File: src/rtl/spi_txn_arbiter.sv
// -----------------------------------------------------------------------------
// spi_txn_arbiter
//
// Shares one SPI core between N_REQ host-side requesters.
//   * Issue side: round-robin arbitration of transfer words into the write
//     FIFO that feeds the SPI core.  The index of every issued word is pushed
//     into an in-order tag queue.
//   * Response side: each word returned through the read FIFO is handed back
//     to the requester at the head of the tag queue.  A word that arrives with
//     no outstanding tag is dropped and flagged in a sticky error bit.
//
// Ports
//   clk, reset_n         : single clock, synchronous active-low reset
//   req_valid/req_data   : requester words (requester i at [i*DATA_W +: DATA_W])
//   req_ready            : one-cycle one-hot accept pulse
//   rsp_valid/rsp_data   : one-cycle one-hot response pulse plus shared data
//   wr_fifo_*            : write side of the write FIFO
//   rd_fifo_*            : read side of the read FIFO (non-show-ahead)
//   outstanding          : words issued and not yet returned
//   err_orphan, err_clr  : sticky orphan flag and its clear
// -----------------------------------------------------------------------------
module spi_txn_arbiter #(
    parameter int N_REQ     = 4,
    parameter int DATA_W    = 32,
    parameter int TAG_DEPTH = 8
) (
    input  logic                         clk,
    input  logic                         reset_n,
    input  logic [N_REQ-1:0]             req_valid,
    input  logic [N_REQ*DATA_W-1:0]      req_data,
    output logic [N_REQ-1:0]             req_ready,
    output logic [N_REQ-1:0]             rsp_valid,
    output logic [DATA_W-1:0]            rsp_data,
    output logic                         wr_fifo_wrreq,
    output logic [DATA_W-1:0]            wr_fifo_data,
    input  logic                         wr_fifo_full,
    output logic                         rd_fifo_rdreq,
    input  logic [DATA_W-1:0]            rd_fifo_q,
    input  logic                         rd_fifo_empty,
    output logic [$clog2(TAG_DEPTH):0]   outstanding,
    output logic                         err_orphan,
    input  logic                         err_clr
);

    localparam int IDX_W = $clog2(N_REQ);
    localparam int PTR_W = $clog2(TAG_DEPTH);
    localparam int CNT_W = PTR_W + 1;
    localparam logic [CNT_W-1:0] FULL_CNT = CNT_W'(TAG_DEPTH);
    localparam logic [IDX_W:0]   N_REQ_X  = (IDX_W+1)'(N_REQ);
    localparam logic [IDX_W-1:0] LAST_IDX = IDX_W'(N_REQ - 1);

    typedef enum logic {
        ARB   = 1'b0,
        ISSUE = 1'b1
    } iss_state_t;

    typedef enum logic [1:0] {
        R_IDLE = 2'd0,
        R_REQ  = 2'd1,
        R_CAP  = 2'd2,
        R_OUT  = 2'd3
    } rsp_state_t;

    // Issue side state and registered outputs
    iss_state_t              r_iss_state;
    iss_state_t              w_iss_state_nxt;
    logic [N_REQ-1:0]        r_req_ready;
    logic [N_REQ-1:0]        w_req_ready_nxt;
    logic                    r_wrreq;
    logic                    w_wrreq_nxt;
    logic [DATA_W-1:0]       r_wr_data;
    logic [DATA_W-1:0]       w_wr_data_nxt;
    logic [IDX_W-1:0]        r_rr_ptr;
    logic [IDX_W-1:0]        w_rr_ptr_nxt;
    logic [IDX_W-1:0]        r_iss_idx;
    logic [IDX_W-1:0]        w_iss_idx_nxt;
    logic                    w_push;

    // Round-robin search result
    logic                    w_found;
    logic [IDX_W-1:0]        w_pick;

    // Response side state and registered outputs
    rsp_state_t              r_rsp_state;
    rsp_state_t              w_rsp_state_nxt;
    logic                    r_rdreq;
    logic                    w_rdreq_nxt;
    logic [N_REQ-1:0]        r_rsp_valid;
    logic [N_REQ-1:0]        w_rsp_valid_nxt;
    logic [DATA_W-1:0]       r_rsp_data;
    logic [DATA_W-1:0]       w_rsp_data_nxt;
    logic                    w_pop;
    logic                    w_orphan;

    // Tag queue
    logic [IDX_W-1:0]        r_tag_mem [TAG_DEPTH];
    logic [PTR_W-1:0]        r_wr_ptr;
    logic [PTR_W-1:0]        r_rd_ptr;
    logic [CNT_W-1:0]        r_outstanding;
    logic [IDX_W-1:0]        w_head;

    logic                    r_err_orphan;

    assign req_ready     = r_req_ready;
    assign wr_fifo_wrreq = r_wrreq;
    assign wr_fifo_data  = r_wr_data;
    assign rd_fifo_rdreq = r_rdreq;
    assign rsp_valid     = r_rsp_valid;
    assign rsp_data      = r_rsp_data;
    assign outstanding   = r_outstanding;
    assign err_orphan    = r_err_orphan;
    assign w_head        = r_tag_mem[r_rd_ptr];

    // Round-robin search: first valid requester at or after r_rr_ptr, circularly
    always_comb begin
        logic [IDX_W:0]   v_sum;
        logic [IDX_W-1:0] v_cand;
        w_found = 1'b0;
        w_pick  = '0;
        v_sum   = '0;
        v_cand  = '0;
        for (int k = 0; k < N_REQ; k++) begin
            v_sum   = {1'b0, r_rr_ptr} + (IDX_W+1)'(k);
            v_sum   = (v_sum >= N_REQ_X) ? (v_sum - N_REQ_X) : v_sum;
            v_cand  = v_sum[IDX_W-1:0];
            w_pick  = (!w_found && req_valid[v_cand]) ? v_cand : w_pick;
            w_found = w_found | req_valid[v_cand];
        end
    end

    // Issue FSM next state and next registered outputs
    always_comb begin
        w_iss_state_nxt = r_iss_state;
        w_req_ready_nxt = '0;
        w_wrreq_nxt     = 1'b0;
        w_wr_data_nxt   = r_wr_data;
        w_rr_ptr_nxt    = r_rr_ptr;
        w_iss_idx_nxt   = r_iss_idx;
        w_push          = 1'b0;
        case (r_iss_state)
            ARB: begin
                // Capacity is checked here only; ISSUE always completes the
                // write because this registered decision reserved the slot.
                if (w_found && !wr_fifo_full && (r_outstanding != FULL_CNT)) begin
                    w_iss_state_nxt          = ISSUE;
                    w_req_ready_nxt[w_pick]  = 1'b1;
                    w_wrreq_nxt              = 1'b1;
                    w_wr_data_nxt            = req_data[w_pick*DATA_W +: DATA_W];
                    w_iss_idx_nxt            = w_pick;
                    w_rr_ptr_nxt             = (w_pick == LAST_IDX) ? '0 : (w_pick + IDX_W'(1));
                end else begin
                    w_iss_state_nxt = ARB;
                end
            end
            ISSUE: begin
                // The accept pulse is on the wire this cycle; the held
                // request is not looked at again until the next ARB cycle.
                w_iss_state_nxt = ARB;
                w_push          = 1'b1;
            end
            default: begin
                w_iss_state_nxt = ARB;
            end
        endcase
    end

    // Issue FSM state register and its registered outputs
    always_ff @(posedge clk) begin
        if (!reset_n) begin
            r_iss_state <= ARB;
            r_req_ready <= '0;
            r_wrreq     <= 1'b0;
            r_wr_data   <= '0;
            r_rr_ptr    <= '0;
            r_iss_idx   <= '0;
        end else begin
            r_iss_state <= w_iss_state_nxt;
            r_req_ready <= w_req_ready_nxt;
            r_wrreq     <= w_wrreq_nxt;
            r_wr_data   <= w_wr_data_nxt;
            r_rr_ptr    <= w_rr_ptr_nxt;
            r_iss_idx   <= w_iss_idx_nxt;
        end
    end

    // Response FSM next state and next registered outputs
    always_comb begin
        w_rsp_state_nxt = r_rsp_state;
        w_rdreq_nxt     = 1'b0;
        w_rsp_valid_nxt = '0;
        w_rsp_data_nxt  = r_rsp_data;
        w_orphan        = 1'b0;
        case (r_rsp_state)
            R_IDLE: begin
                if (!rd_fifo_empty) begin
                    w_rsp_state_nxt = R_REQ;
                    w_rdreq_nxt     = 1'b1;
                end else begin
                    w_rsp_state_nxt = R_IDLE;
                end
            end
            R_REQ: begin
                // FIFO presents the word after the read edge
                w_rsp_state_nxt = R_CAP;
            end
            R_CAP: begin
                // Capture straight into the output register so the pulse
                // appears during R_OUT; an orphan word is never presented.
                w_rsp_state_nxt = R_OUT;
                if (r_outstanding != '0) begin
                    w_rsp_data_nxt          = rd_fifo_q;
                    w_rsp_valid_nxt[w_head] = 1'b1;
                end else begin
                    w_orphan = 1'b1;
                end
            end
            R_OUT: begin
                // Returning through R_IDLE gives the FIFO empty flag time to
                // settle before it is sampled again.
                w_rsp_state_nxt = R_IDLE;
            end
            default: begin
                w_rsp_state_nxt = R_IDLE;
            end
        endcase
    end

    // Pop the head tag at the end of the cycle in which it was delivered
    assign w_pop = (r_rsp_state == R_OUT) && (r_rsp_valid != '0);

    // Response FSM state register and its registered outputs
    always_ff @(posedge clk) begin
        if (!reset_n) begin
            r_rsp_state <= R_IDLE;
            r_rdreq     <= 1'b0;
            r_rsp_valid <= '0;
            r_rsp_data  <= '0;
        end else begin
            r_rsp_state <= w_rsp_state_nxt;
            r_rdreq     <= w_rdreq_nxt;
            r_rsp_valid <= w_rsp_valid_nxt;
            r_rsp_data  <= w_rsp_data_nxt;
        end
    end

    // Tag queue storage, pointers and outstanding count
    always_ff @(posedge clk) begin
        if (!reset_n) begin
            for (int i = 0; i < TAG_DEPTH; i++) begin
                r_tag_mem[i] <= '0;
            end
            r_wr_ptr      <= '0;
            r_rd_ptr      <= '0;
            r_outstanding <= '0;
        end else begin
            if (w_push) begin
                r_tag_mem[r_wr_ptr] <= r_iss_idx;
                r_wr_ptr            <= r_wr_ptr + PTR_W'(1);
            end else begin
                r_wr_ptr <= r_wr_ptr;
            end
            if (w_pop) begin
                r_rd_ptr <= r_rd_ptr + PTR_W'(1);
            end else begin
                r_rd_ptr <= r_rd_ptr;
            end
            case ({w_push, w_pop})
                2'b10:   r_outstanding <= r_outstanding + CNT_W'(1);
                2'b01:   r_outstanding <= r_outstanding - CNT_W'(1);
                default: r_outstanding <= r_outstanding;
            endcase
        end
    end

    // Sticky orphan flag; a new orphan beats a simultaneous clear
    always_ff @(posedge clk) begin
        if (!reset_n) begin
            r_err_orphan <= 1'b0;
        end else if (w_orphan) begin
            r_err_orphan <= 1'b1;
        end else if (err_clr) begin
            r_err_orphan <= 1'b0;
        end else begin
            r_err_orphan <= r_err_orphan;
        end
    end

endmodule

File: config.mk
export PLATFORM = sky130hd
export DESIGN_NAME = spi_txn_arbiter
export DESIGN_NICKNAME = d
export VERILOG_FILES = /design/src/rtl/spi_txn_arbiter.sv
export SDC_FILE = /design/constraint.sdc
export NUM_CORES = 1
export LEC_CHECK = 0
export CAP_MARGIN = 20
export CORE_MARGIN = 5
export CORE_UTILIZATION = 38
export DETAILED_ROUTE_END_ITERATION = 7
export PLACE_DENSITY = 0.77
export SYNTH_ARGS = -nofsm -noshare
export SYNTH_HDL_FRONTEND = slang
export SYNTH_SLANG_ARGS = --single-unit
export TNS_END_PERCENT = 1
File: constraint.sdc
create_clock -name clk -period 2.2 [get_ports clk]
set_input_delay 0.55 -clock clk [delete_from_list [all_inputs] [get_ports clk]]
set_output_delay 0.55 -clock clk [all_outputs]
set_load 0.02 [all_outputs]
==> key figures <==
Drt
  • Total wire length: 16,600 µm
  • DR iter-0 viols: 186
  • Vias per cell: 4.97
  • Via Count: 5,102
  • Routed len/inst: 16.2 µm
  • DRC: 0
  • DRT antenna net count: 0
  • DR pass1 iterations: 5

Synthesis
  • Mapped Area: approximately 5500 µm²
  • Yosys Warn Count: 0
  • Avg Synthesized Cell Area: 9.34 µm²
  • Sequential share of the synthesized area: 43.0%
  • Synth Net Count: approximately 770
  • Mapped Cells: 588
  • Synth cell types: 47
  • Number of synthesized register bits: 110

Clock network
  • Clock latency on the worst-skew pair: 0.35 ns
  • Clock Pin Slew Worst Setup and Hold Paths: 0.07 ns
  • CTS tree: built
  • Clock Sinks: 110
  • Hold Buf Count CTS: 0
  • Clk root buf: clkbuf_16
  • Htree depth: 3
  • CTS Buffer Depth: 2
  • CTS buffer count: 9

Floorplan
  • Ports: approximately 250
  • Initial core utilization: a little under two fifths
  • Chip width: 130 µm
  • Die ar.: 17,000 µm²
  • Die Ht: between 100 and 150 µm
  • Rows: 44
  • Core Area: 14,400 µm²

Timing
  • Clock Skew: 0.00715 ns
  • Tmin final: 2.16 ns
  • Final setup viols: 0
  • Final hold vios: 0
  • Slew Limit Fails: 0
  • Fin Setup TNS: 0 ns
  • Max-slew headroom: 63.4%
  • Post-route clock period utilization: 98.2%
  • Worst-margin pin slew: roughly 0.54 ns
  • RSZ-0062 raised after global routing: yes
  • Max Fclk: 463 MHz

Place
  • I/O Buffers: 247
  • Area post-placement: 8400 µm²
  • Final HPWL DP: 12,800 µm
  • RePlAce Congestion: 0.840

Worst hold path
  • Hold depth: 2
  • Hold EP: rsp_data[25]$_SDFFE_PN0P_
  • Hold Startpoint: rsp_data[25]$_SDFFE_PN0P_
  • Hold Crit Class: reg -> reg

Global routing
  • Largest net degree at the start of global routing: 44
  • Total gr overflow: 0
  • Initial antenna violation count: 0
  • First-pass GRT wire length: around 26,000 µm
  • Tot GR Track Use: 19.2%
  • Number of global-route vias before repair: approximately 5,200

Critical path
  • CP max FO: 2
  • Worst R2R Setup Slack: 0.04 ns
  • Reg2reg end: outstanding[2]$_SDFFE_PN0P_
  • Cells on worst reg2reg path: 9
  • CP endpoint kind: flip-flop
  • WS Path Type: reg -> reg
  • FF-to-FF Start: rsp_valid[2]$_SDFF_PN0_
  • Crit start category: flip-flop
  • Critical Path AT: 2.44 ns
  • Worst path required time: 2.48 ns

Pwr
  • Worst VDD drop: 0.407 mV
  • Static Leak: 3.28 nW
  • Pwr/cell area: 582 nW/µm²
  • Power Total: 5.07 mW

Flow run
  • Max-Cap Viols: 0

Cells and area
  • Fill cells: between 1,000 and 1,500
  • Layout net count: roughly 1,000
  • N_diodes: 0
  • Util after Layout: 60.6%
  • Fraction of layout cells with a size suffix above 1: ~13%
  • Layout area overhead: 58.6%
  • Final Cell Area: about 8700 µm²

Status
  • Status: completed
==> cells in the mapped netlist, drive strengths merged <==
master	instances	area [µm²]
nand3b	2	15.0
nor4	2	12.5
xor2	3	26.3
o21a	1	7.51
and2b	1	8.76
a21o	33	248
nor3b	1	7.51
nand2b	6	37.5
mux2	1	11.3
dfxtp	94	1880
xnor2	4	35.0
and2	9	58.8
o311ai	1	26.3
a21oi	6	30.0
mux2i	39	390
a211oi	1	12.5
or2	1	6.26
mux4	4	90.1
clkbuf	25	93.8
a211o	1	8.76
and3b	1	10.0
or3	1	7.51
edfxtp	16	480
ha	11	138
inv	8	30.0
nand4	2	12.5
o21ai	44	220
nand3	35	175
nor2b	10	62.6
nor3	2	26.3
nor2	27	104
o211a	1	10.0
and3	2	13.8
buf	17	113
o41ai	1	8.76
a2111oi	1	15.0
o211ai	32	385
a21boi	35	263
nand2	107	409
==> cell type report <==
type	count	area (µm²)	area share, %
repair buffers	281	2840	32.6
well taps	184	230	2.64
flip-flops and latches	110	2370	27.2
multi-input cells	428	2970	34.1
clock buffers	11	243	2.79
clock inverters	5	33.8	0.388
inverters	8	30.0	0.345
==> state kept, by name (all words and copies together), names as in the netlist, named ones only <==
register	cells
rsp_data	32
wr_fifo_data	32
r_tag_mem	16
outstanding	4
req_ready	4
rsp_valid	4
r_rd_ptr	3
r_wr_ptr	3
r_iss_idx	2
r_rr_ptr	2
r_rsp_state	2
err_orphan	1
r_iss_state	1
rd_fifo_rdreq	1
==> repair_timing <==
action	4_1_cts	5_1_grt
setup endpoints to repair	20	33
buffers inserted	1	0
gates resized for setup	4	2
pin swaps	1	1
==> placed cells by master, fill, tap and decap left out, types with 9 or more instances in the layout <==
cell type,n
clkbuf_16,9
buf_4,25
a21o_1,33
clkdlybuf4s50_1,246
dfxtp_1,91
ha_1,10
nor2b_1,10
a21boi_0,34
mux2i_1,39
nor2_1,25
buf_12,9
o21ai_0,44
o211ai_2,29
nand2_1,106
edfxtp_1,16
nand3_1,35
==> cell families (layout without fill, tap and decap cells) <==
logic type	count (synthesis)	after routing	synth area share (%)
adder cells (fa/ha/maj)	11	11	2.51
multiplexers	44	44	8.95
AO/OA/AOI/OAI	157	157	22.5
AND/OR/NAND/NOR	209	209	17.6
XOR/XNOR	7	7	1.12
buffers and inverters	50	305	4.31
flip-flops	110	110	43.0
==> per-layer routing <==
layer / GRT usage [%] / vias up / wire [µm]
met5: 0 / - / 0
met4: 7.58 / 0 / 388
met3: 6.30 / 26 / 1700
met2: 33.0 / 217 / 8110
met1: 22.2 / 2302 / 6440
li1: - / 2557 / -
==> worst max-delay path by stage <==
stage | from | depth (start not counted) | end
after global placement | req_valid[0] | 7 | wr_fifo_data[1]$_SDFFE_PN0P_
final | rsp_valid[2]$_SDFF_PN0_ | 9 | outstanding[2]$_SDFFE_PN0P_
after global routing | rsp_valid[2]$_SDFF_PN0_ | 9 | outstanding[2]$_SDFFE_PN0P_
after floorplan | rsp_valid[2]$_SDFF_PN0_ | 9 | outstanding[2]$_SDFFE_PN0P_
after CTS | rsp_valid[1]$_SDFF_PN0_ | 9 | outstanding[2]$_SDFFE_PN0P_
after detailed placement | req_valid[0] | 7 | wr_fifo_data[1]$_SDFFE_PN0P_
==> power breakdown <==
part	internal, mW	leakage, nW	total, mW	switching (mW)
combinational	0.710	2.21	1.31	0.604
clock	0.801	0.132	1.54	0.737
sequential	2.15	0.932	2.21	0.0654
==> per-stage QoR <==
step,setup slack (ns),hold slack (ns),std cells
2_1_floorplan,0.00139,0.467,588
3_3_place_gp,-0.298,0.450,1010
3_5_place_dp,-0.395,0.458,1010
4_1_cts,0.00673,0.468,1027
5_1_grt,-0.0797,0.484,1027
6_report,0.0399,0.462,1027
==> worst max-delay path: stages (launching register included) <==
cell and delay [ns]:
dfxtp_2 0.33, o41ai_4 0.39, inv_2 0.09, ha_4 0.17, xor2_1 0.16, ha_1 0.20, a21oi_2 0.12, xor2_1 0.08
or3_2 0.42, a21boi_2 0.14
(Power assumes the default switching activity.)
